--- src/rtl/ov7670_powerup_seq.sv ---
// OV7670 power-up sequencer: timed PWDN -> RST -> SETTLE -> START -> WAIT -> READY.
// Optional configuration watchdog with bounded retries is built when SEQ_WATCHDOG_EN is defined.
module ov7670_powerup_seq #(
    parameter int PWDN_CYCLES   = 1_000_000,
    parameter int RST_CYCLES    = 100_000,
    parameter int SETTLE_CYCLES = 100_000,
    parameter int XCLK_DIV      = 4,
    parameter int WDT_CYCLES    = 5_000_000,
    parameter int MAX_RETRY     = 3
) (
    input  logic i_clk,
    input  logic i_rst,
    input  logic i_cfg_done,
    output logic o_pwdn,
    output logic o_cam_rstn,
    output logic o_xclk,
    output logic o_cfg_start,
    output logic o_ready,
    output logic o_fault
);

    localparam int MAX_PR  = (PWDN_CYCLES > RST_CYCLES) ? PWDN_CYCLES : RST_CYCLES;
    localparam int MAX_SW  = (SETTLE_CYCLES > WDT_CYCLES) ? SETTLE_CYCLES : WDT_CYCLES;
    localparam int CNT_MAX = (MAX_PR > MAX_SW) ? MAX_PR : MAX_SW;
    localparam int CNT_W   = $clog2(CNT_MAX + 1);
    localparam int HALF    = XCLK_DIV / 2;
    localparam int DIV_W   = (HALF > 1) ? $clog2(HALF) : 1;

    typedef enum logic [2:0] {
        S_PWDN   = 3'd0,
        S_RST    = 3'd1,
        S_SETTLE = 3'd2,
        S_START  = 3'd3,
        S_WAIT   = 3'd4,
        S_READY  = 3'd5,
        S_FAULT  = 3'd6
    } state_t;

    state_t           r_state;
    logic [CNT_W-1:0] r_cnt;
    logic [DIV_W-1:0] r_div;
`ifdef SEQ_WATCHDOG_EN
    logic [3:0]       r_retry;
`endif

    if ((XCLK_DIV < 2) || ((XCLK_DIV % 2) != 0) || (MAX_RETRY < 0) || (MAX_RETRY > 15)) begin : g_bad_param
        $error("ov7670_powerup_seq: illegal XCLK_DIV or MAX_RETRY");
    end

    // Sequencer state, duration counter, xclk divider and all registered outputs.
    // Outputs are updated on the same edge as the state so they always match it.
    always_ff @(posedge i_clk or posedge i_rst) begin
        if (i_rst) begin
            r_state     <= S_PWDN;
            r_cnt       <= '0;
            r_div       <= '0;
`ifdef SEQ_WATCHDOG_EN
            r_retry     <= 4'd0;
`endif
            o_pwdn      <= 1'b1;
            o_cam_rstn  <= 1'b0;
            o_xclk      <= 1'b0;
            o_cfg_start <= 1'b0;
            o_ready     <= 1'b0;
            o_fault     <= 1'b0;
        end else begin
            o_cfg_start <= 1'b0;

            if (r_state != S_PWDN) begin
                if (r_div == DIV_W'(HALF - 1)) begin
                    r_div  <= '0;
                    o_xclk <= ~o_xclk;
                end else begin
                    r_div <= r_div + 1'b1;
                end
            end

            case (r_state)
                // The cycle right after reset release already counts, hence == P rather than P-1.
                S_PWDN: begin
                    if (r_cnt == CNT_W'(PWDN_CYCLES)) begin
                        r_state <= S_RST;
                        r_cnt   <= '0;
                        r_div   <= '0;
                        o_xclk  <= 1'b0;
                        o_pwdn  <= 1'b0;
                    end else begin
                        r_cnt <= r_cnt + 1'b1;
                    end
                end
                S_RST: begin
                    if (r_cnt == CNT_W'(RST_CYCLES - 1)) begin
                        r_state    <= S_SETTLE;
                        r_cnt      <= '0;
                        o_cam_rstn <= 1'b1;
                    end else begin
                        r_cnt <= r_cnt + 1'b1;
                    end
                end
                S_SETTLE: begin
                    if (r_cnt == CNT_W'(SETTLE_CYCLES - 1)) begin
                        r_state     <= S_START;
                        r_cnt       <= '0;
                        o_cfg_start <= 1'b1;
                    end else begin
                        r_cnt <= r_cnt + 1'b1;
                    end
                end
                S_START: begin
                    r_state <= S_WAIT;
                    r_cnt   <= '0;
                end
                S_WAIT: begin
                    if (i_cfg_done) begin
                        r_state <= S_READY;
                        o_ready <= 1'b1;
`ifdef SEQ_WATCHDOG_EN
                    end else if (r_cnt == CNT_W'(WDT_CYCLES - 1)) begin
                        r_cnt <= '0;
                        if (r_retry < 4'(MAX_RETRY)) begin
                            r_retry    <= r_retry + 4'd1;
                            r_state    <= S_RST;
                            r_div      <= '0;
                            o_xclk     <= 1'b0;
                            o_cam_rstn <= 1'b0;
                        end else begin
                            r_state    <= S_FAULT;
                            o_fault    <= 1'b1;
                            o_cam_rstn <= 1'b0;
                            o_pwdn     <= 1'b1;
                        end
                    end else begin
                        r_cnt <= r_cnt + 1'b1;
                    end
`else
                    end else begin
                        r_state <= S_WAIT;
                    end
`endif
                end
                S_READY: begin
                    r_state <= S_READY;
                end
`ifdef SEQ_WATCHDOG_EN
                S_FAULT: begin
                    r_state <= S_FAULT;
                end
`endif
                default: begin
                    r_state    <= S_PWDN;
                    r_cnt      <= '0;
                    o_pwdn     <= 1'b1;
                    o_cam_rstn <= 1'b0;
                    o_xclk     <= 1'b0;
                end
            endcase
        end
    end

endmodule

--- config.mk ---
export PLATFORM = sky130hd
export DESIGN_NAME = ov7670_powerup_seq
export DESIGN_NICKNAME = d
export VERILOG_FILES = /design/src/rtl/ov7670_powerup_seq.sv
export SDC_FILE = /design/constraint.sdc
export NUM_CORES = 1
export LEC_CHECK = 0
export ABC_CLOCK_PERIOD_IN_PS = 5400
export BUFFER_PORTS_ARGS = -buffer_cell sky130_fd_sc_hd__buf_4
export CORE_MARGIN = 2
export CORE_UTILIZATION = 65
export DETAILED_ROUTE_END_ITERATION = 16
export PLACE_DENSITY_LB_ADDON = 0.15
export SLEW_MARGIN = 20
export SYNTH_ARGS = -nofsm -noshare
export SYNTH_HDL_FRONTEND = slang
export SYNTH_SLANG_ARGS = --single-unit
--- constraint.sdc ---
create_clock -name i_clk -period 5.4 [get_ports i_clk]
set_input_delay 1.08 -clock i_clk [delete_from_list [all_inputs] [get_ports i_clk]]
set_output_delay 1.08 -clock i_clk [all_outputs]
set_load 0.01 [all_outputs]
[Word level (Yosys, flattened, before mapping)]
Index checks and enable logic that the tools add are counted.
Storage, ports and cells
  output and inout bits: 6
  bits of input ports: 3
  register bits after elaboration: 32
  logic and storage cells: 55
Operators by class
  eq/ne operators: 10
  reductions and logical operators: 10
  multiplexer cells: 22
  add/subtract/negate cells: 2
  bitwise operators: 3
Operators with widths (number)
  23-bit one-hot mux with 3 select lines: 1
  23-bit two-way mux: 2
  23-bit by 1-bit adder with 23-bit output, second input constant: 1
  23-bit by 17-bit equality test with 1-bit output, second input constant: 1
  23-bit by 20-bit equality test with 1-bit output, second input constant: 1
  3-bit one-hot mux with 6 select lines: 1
  1-bit two-way mux: 12
  5-bit OR reduction: 2
  3-bit two-way mux: 3
  3-bit by 2-bit equality test with 1-bit output, second input constant: 2
  3-bit equality test, second input constant: 2
  2-bit != test, second input constant: 3
  1-bit one-hot mux with 2 select lines: 3
  2-bit AND reduction: 3
  2-bit OR reduction: 2
  3-bit by 1-bit equality test with 1-bit output, second input constant: 1
  3-bit logical NOT: 1
  1-bit inverter: 3
  3-bit AND reduction: 1
  3-bit nonzero test: 1
  1-bit adder, second input constant: 1

[Longest topological paths before layout]
  word-level depth: 5
  mapped depth: 9

[Least setup slack after synthesis]
No wires, ideal clock.
  path kind: register to register
  from: reg r_cnt[17]
  to: reg r_state[0]
  path slack: 3416 ps
  required time: 5336 ps
  setup time: 64 ps
  cell stages (with the launch flop): 7
  arrival time: 1920 ps
  period minus slack after synthesis: 1984 ps
  cell sequence: dfrtp_1 buf_6 or4b_4 or4_4 nor2_4 mux2i_1 o21a_1
Between the ends
  word-level cells in the longest chain between the ends: 3
  elaborated cells on any way between the ends: 6
Ends and longest elaborated chain
  from (decl): RTL line 40  | logic [CNT_W-1:0] r_cnt;
  from (signal assigned): RTL line 88  | r_cnt <= r_cnt + 1'b1;
  from (signal assigned): RTL line 97  | r_cnt <= r_cnt + 1'b1;
  from (signal assigned): RTL line 106  | r_cnt <= r_cnt + 1'b1;
  23-bit by 17-bit equality test with 1-bit output / 23-bit by 20-bit equality test with 1-bit output (equally long branches): RTL line 92, 101, 81
  2-bit != test (no source line)
  3-bit AND reduction (no source line) (*)
  to (signal assigned): RTL line 93  | r_state <= S_SETTLE;
  to (signal assigned): RTL line 102  | r_state <= S_START;
  to (signal assigned): RTL line 110  | r_state <= S_WAIT;
  to (decl): RTL line 39  | state_t r_state;
Every way passes the cells marked *; elsewhere a longest branch is shown, timed or not.
A chain may end at the register's enable or synchronous reset.

[Final worst setup path]
  from: reg r_cnt[0]
  to: reg r_cnt[11]
Between the ends
  word-level cells in the longest chain between the ends: 3
  elaborated cells on any way between the ends: 6
Ends and longest elaborated chain
  23-bit by 1-bit adder with 23-bit output, or another cell as far along: RTL line 88, 97, 106
  23-bit two-way mux (on tied branches): RTL line 92, 101, 81
  23-bit one-hot mux with 3 select lines (*): RTL line 78  | case (r_state)
Marked as above.

==> metrics.yaml <==
drc: 0
vias_per_cell: 6.82
clock_latency_ns: 0.35
fmax_ghz: 0.385
die_y_um: 58.1
antenna_cells: 0
hold_path_class: "flop to flop"
pin_count: 9
yosysSeqAreaShare: 0.421
clock_skew_ns: 0.0183
routed_wl_um: 4330
final_common_cell: "nand2_1"
io_buffers: 7
vias: 1711
die_w_um: 58.1
min_period_over_period: 0.480
core_area_um2: 2760
ys_types: 52
synth_top_family_by_area: "simple AND/OR/NAND/NOR gates"
crit_start: "r_cnt[0]"
r2r_setup_slack_ns: 2.81
fp-row-count: 19
die_area_um2: 3380
cts_setup_buffers: 0
synthCells: 218
rr_startpoint: "r_cnt[0]"
ys.flop_type: "dfrtp_1"
cp-start-kind: "flop"
cellPowerDensity_nw_per_um2: 199
crit_fanout: 16
initialDrtViolationCount: 130
antenna_found_initial: 0
crit_path_end_kind: "flop"
n_fill_cell: 190
worstMarginPinSlew_ns: 1.05
grt_pass1_vias: 1464
regArea_um2: 802
worstSetupPathType: "flop to flop"
cp.arrival_ns: 2.84
cts_tree: "built"
rsz0062_at_grt: "no"
grt_max_degree: 22
synthesis.area_um2: 1900
yosys_register_bits: 32
synth_compound_area_frac: 0.203
crit_path_cell_trace: "ha_1, and4_1, nand4_1, nor2_1, o32ai_2, a41oi_1, a31oi_1"
drive_above_1_share: 0.127
hold_start: "o_ready"
worstRegToRegCells: 7
worstReg2RegEnd: "r_cnt[11]"
maxSlewViolCount: 0
cpMaxStageDelayCell: "o32ai_2"
synth_simple_gate_area_frac: 0.268
post_cts_resized: 0
final_cell_mix: "nand2_1, dfrtp_1, nand3_1, a31oi_1"
cts.clk_slew.worst_paths_ns: 0.10
relSlewSlack: 0.303
wire_per_inst_um: 17.2
final_nets: 224
cellLeakagePower_nw: 0.873
maxCapViolCount: 0
cts_root_buf: "clkbuf_4"
cts.path.max_buffers: 2
cts_hold_buf: 0
placed_cells: 243
synth-edff-count: 0
final.min_clock_period_ns: 2.59
area_delta_synth_final_pct: 3.68
firstDrtPassIters: 4
peakVddDrop_uv: 213
slowest_delay_ns: 0.90
dp_hpwl_um: 3040
numCtsBuffers: 5
htreeDepth: 2
clock-sinks: 32
min_to: "o_ready"
grt_overflow_total: 0
grt_pass1_wl_um: 6900
status: "finished, final reports clean"
fin_tns_setup_ns: 0
synthArstFlopShare: 1.00
hold_path_depth: 1
placed_area_um2: 1910
synth-adder-area-share: 0.0131
start_util: 0.690
ys.warnings.count: 1
gp_congestion: 0.857
syn_area_per_cell_um2: 8.73
ant_nets: 0
finalHoldViolCount: 0
setup_violations: 0
design_area_um2: 1970
synth_xor_area_frac: 0.0138
multiInputGateArea_um2: 985
cp_data_required_time_ns: 5.65
syn_nets: 223
instances_no_fill: 251
grt_use_total: 0.278
muxShareOfSynthArea: 0.0158
layout make-up:
class                   instances  share of cell area
multi-input cells             165               0.499
flip-flops and latches         32               0.406
repair buffers                  8              0.0304
clock buffers                   6              0.0260
well taps                      31              0.0197
inverters                       7              0.0133
clock inverters                 2             0.00507
how the worst max path moves through the flow:
| stage | end |
|---|---|
| after floorplan | r_state[0] |
| after global placement | r_cnt[9] |
| after detailed placement | r_cnt[9] |
| after CTS | r_cnt[9] |
| after global routing | r_cnt[11] |
| final | r_cnt[11] |
metrics by stage:
step                       util  worst slack (ns)  hold WS [ns]  power [mW]
after floorplan               -              3.42         0.473       0.249
after global placement    0.692              2.96         0.452       0.251
after detailed placement  0.692              2.83         0.471       0.251
after CTS                 0.714              2.81         0.493       0.394
after global routing      0.716              2.61         0.519       0.406
final                     0.716              2.81         0.489       0.392
Yosys cell counts (all sizes together) (2+ instances only):
| cell | instances | share of area |
|---|---|---|
| a21o | 2 | 0.0079 |
| xnor2 | 2 | 0.0092 |
| or2 | 3 | 0.0099 |
| clkbuf | 4 | 0.013 |
| buf | 10 | 0.036 |
| nor2 | 14 | 0.032 |
| and3 | 3 | 0.011 |
| dfrtp | 31 | 0.41 |
| inv | 7 | 0.014 |
| and2 | 4 | 0.013 |
| ha | 2 | 0.013 |
| a41oi | 4 | 0.018 |
| nand3 | 18 | 0.050 |
| mux2i | 3 | 0.016 |
| nor3 | 3 | 0.0079 |
| o21ai | 12 | 0.032 |
| nand2 | 33 | 0.065 |
| a31oi | 16 | 0.053 |
| nor4 | 2 | 0.0066 |
| o32ai | 3 | 0.018 |
| nor4b | 3 | 0.014 |
| a21oi | 13 | 0.034 |
| nand4 | 5 | 0.016 |
per-layer routing:
layer	part of all wire	GRT usage	vias to the layer above	wire length, µm
li1	-	-	801	-
met1	0.46	0.396	806	2000
met2	0.44	0.399	92	1880
met3	0.078	0.0692	12	337
met4	0.025	0.126	0	107
met5	0	0	-	0
registers in the layout, indices dropped and copies added (netlist names):
name,cells
r_div,1
o_xclk,1
o_cfg_start,1
r_state,3
o_ready,1
o_cam_rstn,1
o_pwdn,1
r_cnt,23
cells by family (layout without fill, tap and decap cells):
logic type | after synthesis | after routing
buffers and inverters | 21 | 23
other | 1 | 1
AND/OR/NAND/NOR | 97 | 97
flip-flops | 32 | 32
AO/OA/AOI/OAI | 59 | 59
adder cells (fa/ha/maj) | 2 | 2
multiplexers | 3 | 3
XOR/XNOR | 3 | 3
where the power goes:
part           leakage [nW]  switching, mW  internal (mW)
registers             0.429              0          0.239
clock network        0.0380         0.0844         0.0619
logic                 0.406        0.00508        0.00142
critical path, delay by kind of cell, from the launching register on:
kind	cells	cell delay, ns
adders and majority gates	1	0.26
and+or+nand+nor	3	0.42
DFF	1	0.45
AOI/OAI and AO/OA	3	1.39
Note: power is estimated with default switching activity, not from simulation.
